--- src/rtl/btn_pkg.sv ---
// Shared button-event definitions: FSM state encoding, default timing and a width helper.
// Also reused by the stopwatch top for its other button instances.
package btn_pkg;

    typedef enum logic [1:0] {
        StIdle     = 2'd0,
        StPressed  = 2'd1,
        StLongHeld = 2'd2
    } btn_state_e;

    // 0.5 s long-press threshold and 0.1 s repeat period at 100 MHz.
    localparam int unsigned LongCyclesDefault   = 50000000;
    localparam int unsigned RepeatCyclesDefault = 10000000;
    localparam int unsigned CntWDefault         = 26;

    function automatic int unsigned cnt_w_min(input int unsigned long_c,
                                              input int unsigned repeat_c);
        int unsigned top;
        top = (long_c > repeat_c) ? long_c : repeat_c;
        return $clog2(top + 1);
    endfunction

endpackage

--- src/rtl/button_press_if.sv ---
// Debounced button level in, registered level and one-cycle press events out.
interface button_press_if;
    logic src;
    logic held;
    logic short_press;
    logic long_press;
    logic repeat_tick;

    modport master (
        output src,
        input  held,
        input  short_press,
        input  long_press,
        input  repeat_tick
    );

    modport slave (
        input  src,
        output held,
        output short_press,
        output long_press,
        output repeat_tick
    );
endinterface

--- src/rtl/button_press.sv ---
// Turns a debounced button level into tap / long-press / auto-repeat pulses.
// Auto-repeat is built only when BUTTON_PRESS_AUTO_REPEAT_EN is defined.
module button_press
    import btn_pkg::*;
#(
    parameter int unsigned LONG_CYCLES   = LongCyclesDefault,
    parameter int unsigned REPEAT_CYCLES = RepeatCyclesDefault,
    parameter int unsigned CNT_W         = CntWDefault
) (
    input  logic           clk,
    input  logic           rst,
    button_press_if.slave  bus
);

    if (LONG_CYCLES < 2) begin : g_bad_long
        $error("button_press: LONG_CYCLES must be >= 2");
    end
    if (REPEAT_CYCLES < 1) begin : g_bad_repeat
        $error("button_press: REPEAT_CYCLES must be >= 1");
    end
    if (CNT_W < cnt_w_min(LONG_CYCLES, REPEAT_CYCLES)) begin : g_bad_cnt_w
        $error("button_press: CNT_W too narrow for LONG_CYCLES/REPEAT_CYCLES");
    end

    localparam logic [CNT_W-1:0] LongLast = CNT_W'(LONG_CYCLES);
    localparam logic [CNT_W-1:0] CntOne   = CNT_W'(1);
`ifdef BUTTON_PRESS_AUTO_REPEAT_EN
    localparam logic [CNT_W-1:0] RepeatLast    = CNT_W'(REPEAT_CYCLES);
    localparam logic [CNT_W-1:0] LongHeldStart = CntOne;
`else
    localparam logic [CNT_W-1:0] LongHeldStart = '0;
`endif

    btn_state_e       state_q, state_d;
    logic [CNT_W-1:0] cnt_q, cnt_d;
    logic             src_q;
    logic             short_q, short_d;
    logic             long_q, long_d;
    logic             rise;
    logic             at_long;

    // src_q resets high so a button held through reset never counts as a press.
    assign rise    = bus.src & ~src_q;
    assign at_long = (cnt_q == LongLast);

    always_ff @(posedge clk) begin
        if (rst) begin
            state_q <= StIdle;
            cnt_q   <= '0;
            src_q   <= 1'b1;
            short_q <= 1'b0;
            long_q  <= 1'b0;
        end else begin
            state_q <= state_d;
            cnt_q   <= cnt_d;
            src_q   <= bus.src;
            short_q <= short_d;
            long_q  <= long_d;
        end
    end

    always_comb begin
        state_d = state_q;
        cnt_d   = cnt_q;
        unique case (state_q)
            StIdle: begin
                if (rise) begin
                    state_d = StPressed;
                    cnt_d   = CntOne;
                end else begin
                    cnt_d = '0;
                end
            end
            StPressed: begin
                if (!bus.src) begin
                    state_d = StIdle;
                    cnt_d   = '0;
                end else if (at_long) begin
                    state_d = StLongHeld;
                    cnt_d   = LongHeldStart;
                end else begin
                    cnt_d = cnt_q + CntOne;
                end
            end
            StLongHeld: begin
                if (!bus.src) begin
                    state_d = StIdle;
                    cnt_d   = '0;
                end
`ifdef BUTTON_PRESS_AUTO_REPEAT_EN
                else if (cnt_q == RepeatLast) begin
                    cnt_d = CntOne;
                end else begin
                    cnt_d = cnt_q + CntOne;
                end
`endif
            end
            default: begin
                state_d = StIdle;
                cnt_d   = '0;
            end
        endcase
    end

    always_comb begin
        short_d = (state_q == StPressed) && !bus.src;
        long_d  = (state_q == StPressed) && bus.src && at_long;
    end

`ifdef BUTTON_PRESS_AUTO_REPEAT_EN
    logic rep_q, rep_d;

    always_comb begin
        rep_d = (state_q == StLongHeld) && bus.src && (cnt_q == RepeatLast);
    end

    always_ff @(posedge clk) begin
        if (rst) begin
            rep_q <= 1'b0;
        end else begin
            rep_q <= rep_d;
        end
    end

    assign bus.repeat_tick = rep_q;
`else
    assign bus.repeat_tick = 1'b0;
`endif

    assign bus.held        = src_q;
    assign bus.short_press = short_q;
    assign bus.long_press  = long_q;

endmodule

--- src/flat_wrapper.sv ---
// flat-port wrapper written by rule: the top's interface ports become plain ports
module button_press_flat import btn_pkg::*;
#(
    parameter int unsigned LONG_CYCLES   = LongCyclesDefault,
    parameter int unsigned REPEAT_CYCLES = RepeatCyclesDefault,
    parameter int unsigned CNT_W         = CntWDefault
)
  (clk, rst, bus_src, bus_held, bus_short_press, bus_long_press, bus_repeat_tick);
  button_press_if bus_i ();
  input  logic clk;
  input  logic rst;
  input wire logic [$bits(bus_i.src)-1:0] bus_src;
  output wire logic [$bits(bus_i.held)-1:0] bus_held;
  output wire logic [$bits(bus_i.short_press)-1:0] bus_short_press;
  output wire logic [$bits(bus_i.long_press)-1:0] bus_long_press;
  output wire logic [$bits(bus_i.repeat_tick)-1:0] bus_repeat_tick;
  assign bus_i.src = bus_src;
  assign bus_held = bus_i.held;
  assign bus_short_press = bus_i.short_press;
  assign bus_long_press = bus_i.long_press;
  assign bus_repeat_tick = bus_i.repeat_tick;
  button_press #(.LONG_CYCLES(LONG_CYCLES), .REPEAT_CYCLES(REPEAT_CYCLES), .CNT_W(CNT_W)) u_core (.clk(clk), .rst(rst), .bus(bus_i));
endmodule
--- config.mk ---
export PLATFORM = sky130hd
export DESIGN_NAME = button_press_flat
export DESIGN_NICKNAME = d
export VERILOG_FILES = /design/src/rtl/btn_pkg.sv /design/src/rtl/button_press_if.sv /design/src/rtl/button_press.sv /design/src/flat_wrapper.sv
export SDC_FILE = /design/constraint.sdc
export NUM_CORES = 1
export LEC_CHECK = 0
export ABC_AREA = 1
export CORE_ASPECT_RATIO = 1.5
export CORE_MARGIN = 2
export CORE_UTILIZATION = 55
export DETAILED_ROUTE_END_ITERATION = 7
export HOLD_SLACK_MARGIN = 0.02
export PLACE_DENSITY = 0.71
export SKIP_CTS_REPAIR_TIMING = 1
export SLEW_MARGIN = 20
export SYNTH_ARGS = -nofsm -noshare
export SYNTH_HDL_FRONTEND = slang
export SYNTH_SLANG_ARGS = --single-unit
--- constraint.sdc ---
create_clock -name clk -period 1.8 [get_ports clk]
set_input_delay 0.36 -clock clk [delete_from_list [all_inputs] [get_ports clk]]
set_output_delay 0.36 -clock clk [all_outputs]
set_load 0.02 [all_outputs]
==> results of run 1 <==
-- logic make-up (layout without fill, tap and decap cells) --
kind of cell	count (synthesis)	count (layout)	share of synthesized area (%)
other cells	1	1	0.2013
buf+inv	34	44	7.858
simple gates	183	183	42.91
xor+xnor	8	8	3.761
fa+ha+maj	2	2	1.343
flops	31	31	33.31
compound gates	39	39	10.61
-- registers in the layout, indices dropped and copies added (netlist names) --
signal / flops
u_core.cnt_q: 26
u_core.state_q: 2
u_core.bus.held: 1
u_core.bus.long_press: 1
u_core.bus.short_press: 1
-- layer usage --
| metal | routed length (µm) | global-route usage [%] | vias up |
|---|---|---|---|
| met5 | 0 | 0 | - |
| met4 | 133 | 14.91 | 0 |
| met3 | 164 | 4.960 | 10 |
| met2 | 2133 | 43.02 | 29 |
| met1 | 1759 | 26.50 | 809 |
| li1 | - | - | 952 |
-- area by class of cell --
type,instances,area [µm²]
Fill cell,340,1144
Multi-Input combinational cell,233,1101
Sequential cell,31,620.6
Inverter,27,101.3
Timing Repair Buffer,9,92.59
Clock buffer,7,76.32
Tap cell,40,50.05
Clock inverter,1,5.005
-- power breakdown --
group	leakage [nW]	internal (mW)	switching, mW
Combinational	0.386	0.0150	0.0286
Clock	0.0422	0.271	0.258
Sequential	0.250	0.689	0.00235
-- cell usage in the layout, fill, tap and decap left out, types with 2 or more instances in the layout --
cell / instances
buf_4: 3
clkdlybuf4s50_1: 5
nor2_1: 43
nand3_1: 20
o21ai_0: 12
a21oi_1: 26
ha_1: 2
nor2_4: 5
clkbuf_1: 2
nand2_1: 95
nand4_1: 4
xor2_1: 4
dfxtp_1: 31
nand3b_1: 2
clkbuf_8: 5
nand2_2: 4
nor2_2: 5
or2_2: 3
inv_1: 27
xnor2_1: 4
-- through the flow --
step	instance area [µm²]	util (%)
after floorplan	1863	-
after global placement	1961	61.45
after detailed placement	1961	61.45
after CTS	2042	64.00
after global routing	2047	64.16
final	2047	64.16
-- worst min path at each step --
stage	from	end	slack, ns	depth (start not counted)
finish	u_core.cnt_q[25]	u_core.cnt_q[25]	0.49	2
global route	u_core.cnt_q[25]	u_core.cnt_q[25]	0.51	2
CTS	u_core.cnt_q[25]	u_core.cnt_q[25]	0.49	2
detailed placement	u_core.cnt_q[25]	u_core.cnt_q[25]	0.49	2
global placement	u_core.cnt_q[25]	u_core.cnt_q[25]	0.47	2
floorplan	u_core.cnt_q[25]	u_core.cnt_q[25]	0.46	2
-- worst max-delay path: cells and delay by family, from the launching register on --
kind | cells | cell delay, ns
AO/OA/AOI/OAI | 2 | 0.28
flip-flops | 1 | 0.41
AND/OR/NAND/NOR | 5 | 0.67
adder cells (fa/ha/maj) | 1 | 0.19
==> results.yml, run 1 <==
outcome:
  outcome: "completed"
setup_path:
  r2r_start: "u_core.cnt_q[0]"
  critPathArrivalTime_ns: 1.83
  crit_end: "u_core.cnt_q[20]"
  required_ns: 1.97
  critPathKind: "reg2reg"
  crit_top_cell: "nor2_4"
  crit_path_max_fanout: 6
  worstReg2RegEnd: "u_core.cnt_q[20]"
  ff2ff_setup_slack_ns: 0.15
  cp-start-kind: "flip-flop"
  endpoint_kind: "flip-flop"
  rr_worst_depth: 8
  slowest_delay_ns: 0.41
  startpoint: "u_core.cnt_q[0]"
  path_cells: "ha_1, nand2_1, nor2_4, nand2_2, nor2_4, nand3_1, o21ai_0, a21oi_1"
  crit_path_top_delay_cell: "dfxtp_1"
timing:
  hold-worst-slack_ns: 0.4895
  grt_setup_unrepaired: "false"
  fin_ws_ns: 0.1451
  fin_crit_ns: 1.655
  fmax_ghz: 0.6043
  skew_ns: 0.006233
  min_period_over_period_pct: 91.94
  hold_viol_final: 0
  tns_ns: 0
  finalSetupViolations: 0
  slew_violations: 0
yosys:
  syn_area_mm2: 0.001863
  yosysWarnings: 0
  synth_edf_count: 0
  synth_cells: 298
  synth_area_per_cell_um2: 6.252
  syn-num-nets: 303
  synth-main-ff-cell: "dfxtp_1"
  synth_top_area_share_pct: 33.31
  ys_seq_area_share_pct: 33.31
  ys_top_cells_by_area: "dfxtp_1 (33%), nand2_1 (19%), nor2_1 (8.7%)"
  ys_types: 23
  synth_top_cell_by_area: "dfxtp_1"
  synth_most_common_cell: "nand2_1"
  ys_ff_latch: 31
  synth-async-reset-ratio_pct: 0
  ys_top_cells_by_count: "nand2_1 (95), nor2_1 (43), dfxtp_1 (31)"
cts:
  clk_pin_slew_ns: 0.06
  htreeDepth: 2
  cts_buffers: 5
  insertion_delay_ns: 0.29
  clkSinkCount: 31
  cts_tree: "done"
  root_buffer: "clkbuf_8"
  clk_path_buf_depth: 2
cells_and_area:
  finalNetCount: 312
  n_antenna_cell: 0
  drive_above_1_share_pct: 9.091
  areaGrowthSynthToFinish_pct: 9.872
  fin_cells: 348
worst_hold_path:
  hp-class: "reg2reg"
floorplanning:
  start_util_pct: 58.39
  rows: 25
  core_mm2: 0.003191
  die_y_um: 75.28
  die_area_mm2: 0.003878
  ioPinCount: 7
  die_w_um: 51.52
global_route:
  grt_pass1_wl_um: 6962
  globalRouteOverflowTotal: 0
  antenna_found_initial: 0
  grt_pass1_vias: 1606
  track_usage_pct: 24.39
  grt_max_degree: 26
routing:
  drt-initial-drc-count: 51
  wl_per_cell_um: 12.04
  vias_per_cell: 5.172
  vias: 1800
  drtPass1Iterations: 4
  antenna_left: 0
  drc_errors: 0
  routed_wl_um: 4189
power_and_ir_drop:
  fin_total_pwr_mw: 1.264
  cellLeakagePower_nw: 0.6782
  pwr_density_cell_mw_per_mm2: 617.5
  max-vdd-ir-drop_v: 0.0007602
placement:
  dp_cells: 340
  dp_hpwl_um: 3002
  place_ws_ns: 0.07946
  port_buffers: 5
  globalplace.congestion: 0.8889
job:
  cap_viol_max_count: 0
(Power assumes the default switching activity.)
==> run 2: changes to the inputs <==
--- a/config.mk
+++ b/config.mk
@@ -13,7 +13,7 @@
 export HOLD_SLACK_MARGIN = 0.02
 export PLACE_DENSITY = 0.71
 export SKIP_CTS_REPAIR_TIMING = 1
-export SLEW_MARGIN = 20
+export SLEW_MARGIN = 10
 export SYNTH_ARGS = -nofsm -noshare
 export SYNTH_HDL_FRONTEND = slang
 export SYNTH_SLANG_ARGS = --single-unit
==> results of run 2 <==
Same layout as run 1: the final DEF is identical, and so are final timing and power.
==> run 3: changes to the inputs <==
--- a/config.mk
+++ b/config.mk
@@ -8,10 +8,11 @@
 export ABC_AREA = 1
 export CORE_ASPECT_RATIO = 1.5
 export CORE_MARGIN = 2
-export CORE_UTILIZATION = 55
+export CORE_UTILIZATION = 35
+export CTS_BUF_LIST = sky130_fd_sc_hd__clkbuf_4
 export DETAILED_ROUTE_END_ITERATION = 7
 export HOLD_SLACK_MARGIN = 0.02
-export PLACE_DENSITY = 0.71
+export PLACE_DENSITY = 0.49
 export SKIP_CTS_REPAIR_TIMING = 1
 export SLEW_MARGIN = 10
 export SYNTH_ARGS = -nofsm -noshare
==> results.yml, run 3 (same netlist as run 1, synthesis figures left out) <==
outcome:
  outcome: "completed"
setup_path:
  critPathArrivalTime_ns: 1.29
  critPathTopFamily: "buffers and inverters"
  path_cells: "clkdlybuf4s50_1"
  critPathKind: "reg2out"
  path_depth: 1
  rr_worst_depth: 8
  crit_path_top_delay_cell: "clkdlybuf4s50_1"
  worstReg2RegEnd: "u_core.cnt_q[22]"
  slowest_delay_ns: 0.61
  required_ns: 1.44
  endpoint_kind: "output pin"
  cp-start-kind: "flip-flop"
  r2r_start: "u_core.cnt_q[1]"
  ff2ff_setup_slack_ns: 0.23
  crit_path_max_fanout: 2
  cp_num_buf_inv: 1
power_and_ir_drop:
  pwr-share-seq_pct: 61.3
  cellLeakagePower_nw: 0.6806
  internal_power_uw: 844.8
  pwr_density_cell_mw_per_mm2: 543.6
  combPwrFrac_pct: 4.3
  swShare_pct: 24.94
  fin_total_pwr_mw: 1.126
  switching_power_uw: 280.8
  p_clk_share_pct: 34.4
  max-vdd-ir-drop_v: 0.0002786
routing:
  drt-initial-drc-count: 95
  drtPass1Iterations: 4
  drc_errors: 0
  wl_per_cell_um: 11.80
  antenna_left: 0
  vias_per_cell: 4.765
  routed_wl_um: 4462
  vias: 1801
timing:
  fin_ws_ns: 0.1498
  slew_violations: 0
  skew_ns: 0.009640
  fmax_ghz: 0.6060
  hold_viol_final: 0
  tns_ns: 0
  fin_crit_ns: 1.650
  grt_setup_unrepaired: "false"
  min_period_over_period_pct: 91.68
  finalSetupViolations: 0
  hold-worst-slack_ns: 0.4884
cts:
  clk_pin_slew_ns: 0.10
  htreeDepth: 2
  cts_tree: "done"
  cts_buffers: 5
  insertion_delay_ns: 0.34
  clk_path_buf_depth: 2
  clkSinkCount: 31
  root_buffer: "clkbuf_4"
worst_hold_path:
  whs_endpoint: "u_core.cnt_q[25]"
  hold_path_depth: 2
  min-delay-start: "u_core.cnt_q[25]"
  hp-class: "reg2reg"
placement:
  place_ws_ns: 0.08646
  dp_hpwl_um: 3302
  placed_area_mm2: 0.002018
  globalplace.congestion: 0.7826
  port_buffers: 5
floorplanning:
  die_area_mm2: 0.005935
  die_y_um: 93.36
  ioPinCount: 7
  start_util_pct: 36.35
  die_w_um: 63.57
  core_mm2: 0.005125
  rows: 32
cells_and_area:
  multi_input_area_mm2: 0.001101
  seq_area_um2: 621.8
  regMostFlops: "u_core.cnt_q"
  drive_above_1_share_pct: 10.32
  mostFrequentLayoutCells: "nand2_1 (95), nor2_1 (43), dfxtp_1 (30)"
  finalNetCount: 315
  design_area_mm2: 0.002071
  areaGrowthSynthToFinish_pct: 11.15
  reg_top3: "u_core.cnt_q: 26 flops, u_core.state_q: 2 flops"
  layout_commonest_cell: "nand2_1"
  largest_reg_flops: 26
  n_fill_cell: 608
  n_antenna_cell: 0
global_route:
  grt_max_degree: 19
  antenna_found_initial: 0
  grt_pass1_vias: 1683
  grt_pass1_wl_um: 7838
  globalRouteOverflowTotal: 0
  track_usage_pct: 17.04
job:
  cap_viol_max_count: 0
[run 3: cell types whose count changed in the layout (fill, tap and decap cells not counted)]
cell	change
buf_4	+3
clkbuf_1	-2
clkbuf_4	+5
clkbuf_8	-5
clkinv_1	+1
dfxtp_1	-1
dfxtp_2	+1
[run 3: cell type report]
type                            instances  share of cell area (%)
Clock inverter                          2                  0.4230
Multi-Input combinational cell        233                   53.17
Inverter                               27                   4.894
Tap cell                               68                   4.109
Sequential cell                        31                   30.03
Timing Repair Buffer                   12                   5.559
Clock buffer                            5                   1.813
[run 3: per-layer routing]
layer / part of all wire (%) / track usage [%]
met2: 51 / 30.53
met1: 43 / 19.12
met5: 0 / 0
met4: 2.7 / 8.514
met3: 3.2 / 3.008
[run 3: worst max path at each step]
stage / from / slack, ns / end
floorplan: u_core.cnt_q[0] / 0.40 / u_core.cnt_q[24]
finish: u_core.bus.held / 0.15 / bus_held
detailed placement: bus_src / 0.09 / u_core.cnt_q[20]
CTS: u_core.cnt_q[1] / 0.10 / u_core.cnt_q[22]
global placement: bus_src / 0.10 / u_core.cnt_q[24]
global route: u_core.cnt_q[1] / 0.04 / u_core.cnt_q[22]
[run 3: worst register-to-register path: cells and delay by family (launching register included)]
family | cells | cell delay [ns]
adders and majority gates | 1 | 0.16
and+or+nand+nor | 5 | 0.69
AOI/OAI and AO/OA | 2 | 0.24
DFF | 1 | 0.37
[run 3: per-stage QoR]
step / utilization [%] / cells
CTS: 40.28 / 378
floorplan: - / 298
global placement: 39.38 / 371
finish: 40.41 / 378
detailed placement: 39.38 / 371
global route: 40.41 / 378
[run 3: power by group through the flow]
stage | Clock, mW | Combinational, mW | Sequential [mW]
5_1_grt | 0.440 | 0.0530 | 0.691
4_1_cts | 0.405 | 0.0492 | 0.690
6_report | 0.387 | 0.0480 | 0.690
3_3_place_gp | 0 | 0.0495 | 0.706
3_5_place_dp | 0 | 0.0489 | 0.706
2_1_floorplan | 0 | 0.0266 | 0.708
